### src/rtl/hilo_mdu.sv
// Iterative multiply/divide unit that owns the architectural HI/LO registers.
// One shift-add (multiply) or restoring shift-subtract (divide) step is done per clock.
module hilo_mdu #(
    parameter int DATA_W    = 32,
    parameter bit SIGNED_EN = 1'b1
) (
    input  logic              clk,
    input  logic              rst,
    input  logic              start_i,
    input  logic [2:0]        op_i,
    input  logic [DATA_W-1:0] opa_i,
    input  logic [DATA_W-1:0] opb_i,
    input  logic              cancel_i,
    output logic              busy_o,
    output logic              done_o,
    output logic              div_by_zero_o,
    output logic [DATA_W-1:0] hi_o,
    output logic [DATA_W-1:0] lo_o
);

    localparam int CNT_W = $clog2(DATA_W);

    localparam logic [2:0] OP_MULT  = 3'b000;
    localparam logic [2:0] OP_MULTU = 3'b001;
    localparam logic [2:0] OP_DIV   = 3'b010;
    localparam logic [2:0] OP_DIVU  = 3'b011;
    localparam logic [2:0] OP_MTHI  = 3'b100;
    localparam logic [2:0] OP_MTLO  = 3'b101;

    typedef enum logic [1:0] {
        S_IDLE,
        S_MUL,
        S_DIV,
        S_DONE
    } state_t;

    state_t state_q, state_d;

    logic [2*DATA_W-1:0] acc_q;
    logic [DATA_W-1:0]   opd_q;
    logic [CNT_W-1:0]    cnt_q;
    logic                neg_lo_q;
    logic                neg_hi_q;
    logic                div_q;
    logic                dbz_q;

    logic busy_d, done_d, dbz_d, load_hilo, write_hi, write_lo;

    // Request decode; all of it is only meaningful while IDLE.
    logic              is_mul, is_div, signed_op, sign_a, sign_b, opb_zero, accept;
    logic [DATA_W-1:0] mag_a, mag_b;

    assign is_mul    = (op_i == OP_MULT) || (op_i == OP_MULTU);
    assign is_div    = (op_i == OP_DIV)  || (op_i == OP_DIVU);
    assign signed_op = SIGNED_EN && !op_i[0];
    assign sign_a    = signed_op && opa_i[DATA_W-1];
    assign sign_b    = signed_op && opb_i[DATA_W-1];
    assign mag_a     = sign_a ? -opa_i : opa_i;
    assign mag_b     = sign_b ? -opb_i : opb_i;
    assign opb_zero  = (opb_i == '0);
    assign accept    = (state_q == S_IDLE) && start_i && !cancel_i;

    logic last_iter;
    assign last_iter = (cnt_q == CNT_W'(DATA_W - 1));

    // Multiply step: add the multiplicand into the upper half when the low bit is set, then shift right.
    logic [DATA_W:0]     mul_sum;
    logic [2*DATA_W-1:0] mul_step;
    assign mul_sum  = {1'b0, acc_q[2*DATA_W-1:DATA_W]} + {1'b0, opd_q};
    assign mul_step = acc_q[0] ? {mul_sum, acc_q[DATA_W-1:1]}
                               : {1'b0, acc_q[2*DATA_W-1:1]};

    // Divide step: shift the next dividend bit into the remainder, subtract when it fits.
    logic [DATA_W:0]     div_rem_shift, div_diff;
    logic [2*DATA_W-1:0] div_step;
    assign div_rem_shift = {acc_q[2*DATA_W-1:DATA_W], acc_q[DATA_W-1]};
    assign div_diff      = div_rem_shift - {1'b0, opd_q};
    assign div_step      = !div_diff[DATA_W]
                           ? {div_diff[DATA_W-1:0], acc_q[DATA_W-2:0], 1'b1}
                           : {div_rem_shift[DATA_W-1:0], acc_q[DATA_W-2:0], 1'b0};

    // State register plus the registered control outputs.
    always_ff @(posedge clk or posedge rst) begin
        if (rst) begin
            state_q       <= S_IDLE;
            busy_o        <= 1'b0;
            done_o        <= 1'b0;
            div_by_zero_o <= 1'b0;
        end else begin
            // NOTE: all clocked state uses non-blocking assignments so every register samples pre-edge values.
            state_q       <= state_d;
            busy_o        <= busy_d;
            done_o        <= done_d;
            div_by_zero_o <= dbz_d;
        end
    end

    // Next-state logic.
    always_comb begin
        // NOTE: default first so no path through this block can infer a latch.
        state_d = state_q;
        case (state_q)
            S_IDLE: begin
                if (accept && is_mul)
                    state_d = S_MUL;
                else if (accept && is_div)
                    state_d = opb_zero ? S_DONE : S_DIV;
            end
            S_MUL, S_DIV: begin
                if (cancel_i)
                    state_d = S_IDLE;
                else if (last_iter)
                    state_d = S_DONE;
            end
            S_DONE:  state_d = S_IDLE;
            default: state_d = S_IDLE;
        endcase
    end

    // Output logic: next values of the registered outputs and HI/LO write enables.
    always_comb begin
        busy_d    = (state_d != S_IDLE);
        done_d    = (state_q == S_DONE) && !cancel_i;
        load_hilo = done_d && !dbz_q;
        dbz_d     = done_d && dbz_q;
        write_hi  = accept && (op_i == OP_MTHI);
        write_lo  = accept && (op_i == OP_MTLO);
    end

    // Datapath: operand latch at acceptance, then one iteration per cycle.
    always_ff @(posedge clk or posedge rst) begin
        if (rst) begin
            acc_q    <= '0;
            opd_q    <= '0;
            cnt_q    <= '0;
            neg_lo_q <= 1'b0;
            neg_hi_q <= 1'b0;
            div_q    <= 1'b0;
            dbz_q    <= 1'b0;
        end else if (accept && (is_mul || is_div)) begin
            acc_q    <= {{DATA_W{1'b0}}, (is_mul ? mag_b : mag_a)};
            opd_q    <= is_mul ? mag_a : mag_b;
            cnt_q    <= '0;
            neg_lo_q <= sign_a ^ sign_b;
            neg_hi_q <= sign_a;
            div_q    <= is_div;
            dbz_q    <= is_div && opb_zero;
        end else if (state_q == S_MUL) begin
            acc_q <= mul_step;
            cnt_q <= cnt_q + CNT_W'(1);
        end else if (state_q == S_DIV) begin
            acc_q <= div_step;
            cnt_q <= cnt_q + CNT_W'(1);
        end
    end

    // Final sign correction; most-negative / -1 wraps naturally in the negation.
    logic [2*DATA_W-1:0] prod;
    logic [DATA_W-1:0]   quo, rem, hi_res, lo_res;
    always_comb begin
        prod = neg_lo_q ? -acc_q : acc_q;
        quo  = neg_lo_q ? -acc_q[DATA_W-1:0] : acc_q[DATA_W-1:0];
        rem  = neg_hi_q ? -acc_q[2*DATA_W-1:DATA_W] : acc_q[2*DATA_W-1:DATA_W];
        if (div_q) begin
            hi_res = rem;
            lo_res = quo;
        end else begin
            hi_res = prod[2*DATA_W-1:DATA_W];
            lo_res = prod[DATA_W-1:0];
        end
    end

    always_ff @(posedge clk or posedge rst) begin
        if (rst) begin
            hi_o <= '0;
            lo_o <= '0;
        end else if (load_hilo) begin
            hi_o <= hi_res;
            lo_o <= lo_res;
        end else begin
            if (write_hi) hi_o <= opa_i;
            if (write_lo) lo_o <= opa_i;
        end
    end

endmodule

### config.mk
export PLATFORM = sky130hd
export DESIGN_NAME = hilo_mdu
export DESIGN_NICKNAME = d
export VERILOG_FILES = /design/src/rtl/hilo_mdu.sv
export SDC_FILE = /design/constraint.sdc
export NUM_CORES = 1
export LEC_CHECK = 0
export CAP_MARGIN = 10
export CORE_MARGIN = 2
export CORE_UTILIZATION = 41
export DETAILED_ROUTE_END_ITERATION = 7
export GPL_ROUTABILITY_DRIVEN = 1
export PLACE_DENSITY_LB_ADDON = 0.1
export SYNTH_ARGS = -nofsm -noshare
export SYNTH_HDL_FRONTEND = slang
export SYNTH_SLANG_ARGS = --single-unit
### constraint.sdc
create_clock -name clk -period 9.5 [get_ports clk]
set_clock_uncertainty 0.05 [all_clocks]
set_input_delay 1.9 -clock clk [delete_from_list [all_inputs] [get_ports clk]]
set_output_delay 1.9 -clock clk [all_outputs]
set_load 0.005 [all_outputs]
### Yosys cells after proc, flatten, opt, wreduce, memory -nomap -nowiden

Index checks and enable logic that the tools add are counted.

| word-level totals | value |
|---|---|
| register bits after elaboration | 174 |
| latch bits | 0 |
| RAM bits | 0 |
| bits in read-only memories | 0 |
| input port bits | 71 |
| output and inout port bits | 67 |
| memories | 0 |

| operators by class | value |
|---|---|
| $add $sub $neg | 8 |
| $mul | 0 |
| div/mod/pow operators | 0 |
| $lt $le $gt $ge | 0 |
| equal/unequal tests | 9 |
| shifts and indexed selects | 0 |
| multiplexer cells | 27 |
| bitwise gates (word level) | 1 |
| reduce and logical (&&, ||, !) cells | 27 |

Operator list:

| kind | number |
|---|---|
| 2-to-1 mux 32 bit | 12 |
| 2-to-1 mux 64 bit | 6 |
| negation 32 bit | 4 |
| negation 64 bit | 1 |
| adder 32 x 32 -> 33 bit | 1 |
| subtractor 33 x 32 -> 33 bit | 1 |
| logical NOT 32 bit | 1 |
| 2-to-1 mux 5 bit | 3 |
| logical AND 1 bit | 13 |
| 2-to-1 mux 2 bit | 4 |
| == test 3 x 2 -> 1 bit (second input constant) | 2 |
| == test 3 bit (second input constant) | 2 |
| one-hot mux 2 bit (3 select lines) | 1 |
| nonzero test 2 bit | 3 |
| adder 5 x 1 -> 5 bit (second input constant) | 1 |
| == test 5 bit (second input constant) | 1 |
| == test 2 bit (second input constant) | 2 |
| == test 3 x 1 -> 1 bit (second input constant) | 1 |
| logical NOT 1 bit | 3 |
| logical NOT 3 bit | 1 |
| logical OR 1 bit | 3 |
| nonzero test 3 bit | 1 |
| == test 2 x 1 -> 1 bit (second input constant) | 1 |
| logical NOT 2 bit | 1 |
| 3 further kinds | 3 |

### Longest topological paths before layout

| logic depth | value |
|---|---|
| depth in word-level cells | 8 |
| gate-level depth with buffers | 15 |
| gate-level depth less buffers | 14 |

### Worst setup path before layout

Ideal clock, no wire load.

| timing path | value |
|---|---|
| path type | input to register |
| start point | input port opa_i[4] |
| end point | register acc_q[29] |
| setup time | 0.133 ns |
| data arrival time | 3.867 ns |
| required time | 9.317 ns |
| slack | 5.450 ns |
| stages | 11 |
| buffers on the path | 1 |
| cells stage by stage | nor3_1 > nand3_1 > nor3_2 > and3b_1 > buf_2 > nand3_1 > or4_1 > o41ai_2 > xnor2_1 > o211ai_1 > o21ai_0 |

| between the ends | value |
|---|---|
| longest elaborated chain between the ends | 4 |

RTL lines:

| what | RTL line | RTL |
|---|---|---|
| from (decl) | 11 | `input logic [DATA_W-1:0] opa_i,` |
| negation 32 bit | 58 | `assign mag_a = sign_a ? -opa_i : opa_i;` |
| 2-to-1 mux 32 bit | 58 |  |
| 2-to-1 mux 32 bit | 141 | `acc_q <= {{DATA_W{1'b0}}, (is_mul ? mag_b : mag_a)};` |
| 2-to-1 mux 64 bit | 140 | `end else if (accept && (is_mul \|\| is_div)) begin` |
| to (signal assigned) | 141 |  |
| to (signal assigned) | 149 | `acc_q <= mul_step;` |
| to (signal assigned) | 152 | `acc_q <= div_step;` |
| to (decl) | 39 | `logic [2*DATA_W-1:0] acc_q;` |

Every way passes these cells.
A chain may end at the register's enable or synchronous reset.

### Worst setup path after layout

| timing path | value |
|---|---|
| start point | input port opa_i[0] |
| end point | register opd_q[30] |

| between the ends | value |
|---|---|
| longest elaborated chain between the ends | 3 |

RTL lines:

| what | RTL line | RTL |
|---|---|---|
| negation 32 bit | 58 |  |
| 2-to-1 mux 32 bit | 58 |  |
| 2-to-1 mux 32 bit | 142 | `opd_q <= is_mul ? mag_a : mag_b;` |
| to (signal assigned) | 142 |  |
| to (decl) | 40 | `logic [DATA_W-1:0] opd_q;` |

Every way passes these cells.

==> reports/qor.yml <==
required_ns: 9.73
grt_max_degree: 108
fill_cells: 3628
finalHoldViolations: 0
yosysTopAreaCellShare_pct: 28.49
cts-resized-gates: 0
io_buffers: 137
hpwl_um: 39200
first_iter_violations: 1031
place_inst: 2397
ys_ff_latch: 174
syn-num-nets: 2053
routedWlPerCell_um: 21.76
fin_area_mm2: 0.01747
antennaDiodeCount: 0
vdd_drop_max_v: 0.0002267
overflow: 0
rsz0062_at_grt: "no"
setup_violations: 0
path_class: "in -> reg"
status: "finished clean"
drc: 0
die_w_um: 197.1
tns_ns: 0
clk_latency_ns: 0.45
cts_made_buffers: 17
initial_core_util_pct: 41.65
fin_ws_ns: 4.590
hold_slack_ns: 0.4929
synth_cell_types: 75
grt_pass1_wl_um: 81560
critPathMaxFanout: 6
dpl_cell_area_mm2: 0.01690
ctsHoldBuffers: 0
via_per_inst: 5.936
synth.area.top_cells: "dfrtp_1, mux2i_1, xnor2_1"
grt_util_all_layers_pct: 27.15
cts_sinks: 174
slew_headroom_pct: 33.73
start_kind: "input port"
drive_gt1_share_pct: 4.742
drtAntennaViolNets: 0
antenna_found_initial: 1
yosysTopAreaCell: "dfrtp_1"
arrival_ns: 5.14
drv_cap: 0
finalCriticalPeriod_ns: 4.910
syn_to_final_growth_pct: 14.28
cts_tree: "done"
clk_path_buf_depth: 2
routabilityCongestion: 0.9384
async_flop_share_pct: 100.0
worst_pin_slew_ns: 0.9879
end_kind: "register"
synth-main-ff-cell: "dfrtp_1"
final_nets: 2095
rows: 70
netlist_instances: 1906
core_area_mm2: 0.03670
first_pass_iters: 7
dp_slack_ns: 4.265
io-pin-count: 138
fmax_ghz: 0.2036
synth_warnings: 0
synth_edf_count: 0
clkTransAtPathRegs_ns: 0.07
finalMaxSlewViolations: 0
grt_pass1_vias: 13900
avgSynthCellArea_um2: 8.019
h-tree-depth: 4
p_leak_nw: 6.928
dieArea_mm2: 0.03884
hp-class: "reg -> reg"
vias: 14420
syn_area_mm2: 0.01528
fp.dieH_um: 197.1
wirelength_um: 52870
finalCritPeriodShare_pct: 51.69
root_buffer: "clkbuf_16"
p_per_area_mw_per_mm2: 372.5
post_cts_buffers: 0
stdcell_count: 2429
ys_seq_area_share_pct: 28.49
## layout make-up
cell class | count | area (um^2) | area share (%)
inverter | 66 | 255.2 | 1.461
tap | 468 | 585.6 | 3.352
clock inverter | 14 | 132.6 | 0.7593
clock buffer | 18 | 439.2 | 2.514
sequential | 174 | 4355 | 24.94
timing repair buffer | 155 | 1506 | 8.625
multi-input combinational | 1534 | 10190 | 58.35
## through the flow
stage / util (%) / power [mW]
finish: 47.60 / 6.506
detailed placement: 46.04 / 5.732
CTS: 47.60 / 6.490
floorplan: - / 4.535
global route: 47.60 / 7.042
global placement: 46.04 / 5.709
## state kept, by name (all words and copies together), names as in the netlist
name           flops
state_q            2
cnt_q              5
done_o             1
dbz_q              1
hi_o              32
neg_lo_q           1
neg_hi_q           1
busy_o             1
div_by_zero_o      1
acc_q             64
opd_q             32
lo_o              32
div_q              1
## path summary, 6_finish.rpt
| kind | startpoint | end | slack (ns) | cells after the start |
|---|---|---|---|---|
| worst max-delay path | opa_i[0] | opd_q[30]$_DFFE_PP0P_ | 4.59 | 12 |
| worst min register to register | cnt_q[4]$_DFFE_PP0P_ | cnt_q[4]$_DFFE_PP0P_ | 0.49 | 2 |
| worst max register to register | acc_q[31]$_DFFE_PP0P_ | acc_q[37]$_DFFE_PP0P_ | 5.09 | 15 |
| worst min-delay path | cnt_q[4]$_DFFE_PP0P_ | cnt_q[4]$_DFFE_PP0P_ | 0.49 | 2 |
| min in group asynchronous | rst | acc_q[39]$_DFFE_PP0P_ | 1.92 | 2 |
| max in group asynchronous | rst | lo_o[4]$_DFFE_PP0P_ | 6.01 | 3 |
## layout by cell type (no fill, tap or decap), drive strengths merged, types with 14 or more instances in the layout
master         synthesis  layout
a211oi                21      21
ha                    74      74
a21oi                155     155
or4                   14      14
o41ai                 14      14
clkdlybuf4s50          0     137
nor4                  18      18
xor2                  67      67
a31oi                 18      18
o31ai                 20      20
nand2b                19      19
o21ai                202     202
nand3                 18      18
dfrtp                174     174
mux2i                136     136
o22ai                 17      17
o211ai                70      70
inv                   65      70
buf                   28      18
clkbuf               104      18
nand2                223     223
nor3                  33      33
nor2b                 17      17
nor2                 145     145
xnor2                113     113
a21o                  30      30
## synth_stat cells (all sizes together) (4+ instances only)
cell type,n
a21o,30
o211ai,70
o41ai,14
nor2,145
nor4,18
or4,14
o31ai,20
o21bai,5
a211oi,21
a31oi,18
ha,74
xnor2,113
nor3,33
o221ai,7
xor2,67
and2,4
and3,6
nand4,10
nand2b,19
nand3b,7
clkbuf,104
nor3b,4
nand3,18
a21oi,155
buf,28
o21a,7
nand2,223
nor2b,17
dfrtp,174
o22ai,17
a221oi,6
o21ai,202
or2,9
or3,7
inv,65
mux2i,136
nor4b,4
## metal layers
layer	track usage, %	wire [um]	up-vias
li1	-	-	6903
met1	37.41	24280	6987
met2	43.08	23990	454
met3	4.422	2955	75
met4	9.607	1640	0
met5	0	0	-
## critical path, stage by stage
cell and delay (ns):
clkdlybuf4s50_1 0.55, inv_1 0.14, ha_1 0.20, nand3b_1 0.14, or2_2 0.33, nor4_2 0.58, nand3_1 0.24, o41ai_2 0.38
o21ai_0 0.19, xor2_1 0.20, o211ai_1 0.17, o21ai_0 0.12
## power breakdown
part	internal [mW]	switching (mW)	leakage, nW
sequential	1.08	0.474	2.18
clock	0.374	0.350	0.286
combinational	1.87	2.36	4.46
## cell families (layout without fill, tap and decap cells)
group | after synthesis | in the layout | share of synthesized area [%]
mux | 138 | 138 | 9.054
flops | 174 | 174 | 28.49
compound gates | 598 | 598 | 24.17
buf+inv | 198 | 253 | 5.173
fa+ha+maj | 76 | 76 | 6.320
simple gates | 542 | 542 | 16.36
xor+xnor | 180 | 180 | 10.44
Power figures use the tool's default switching activity.
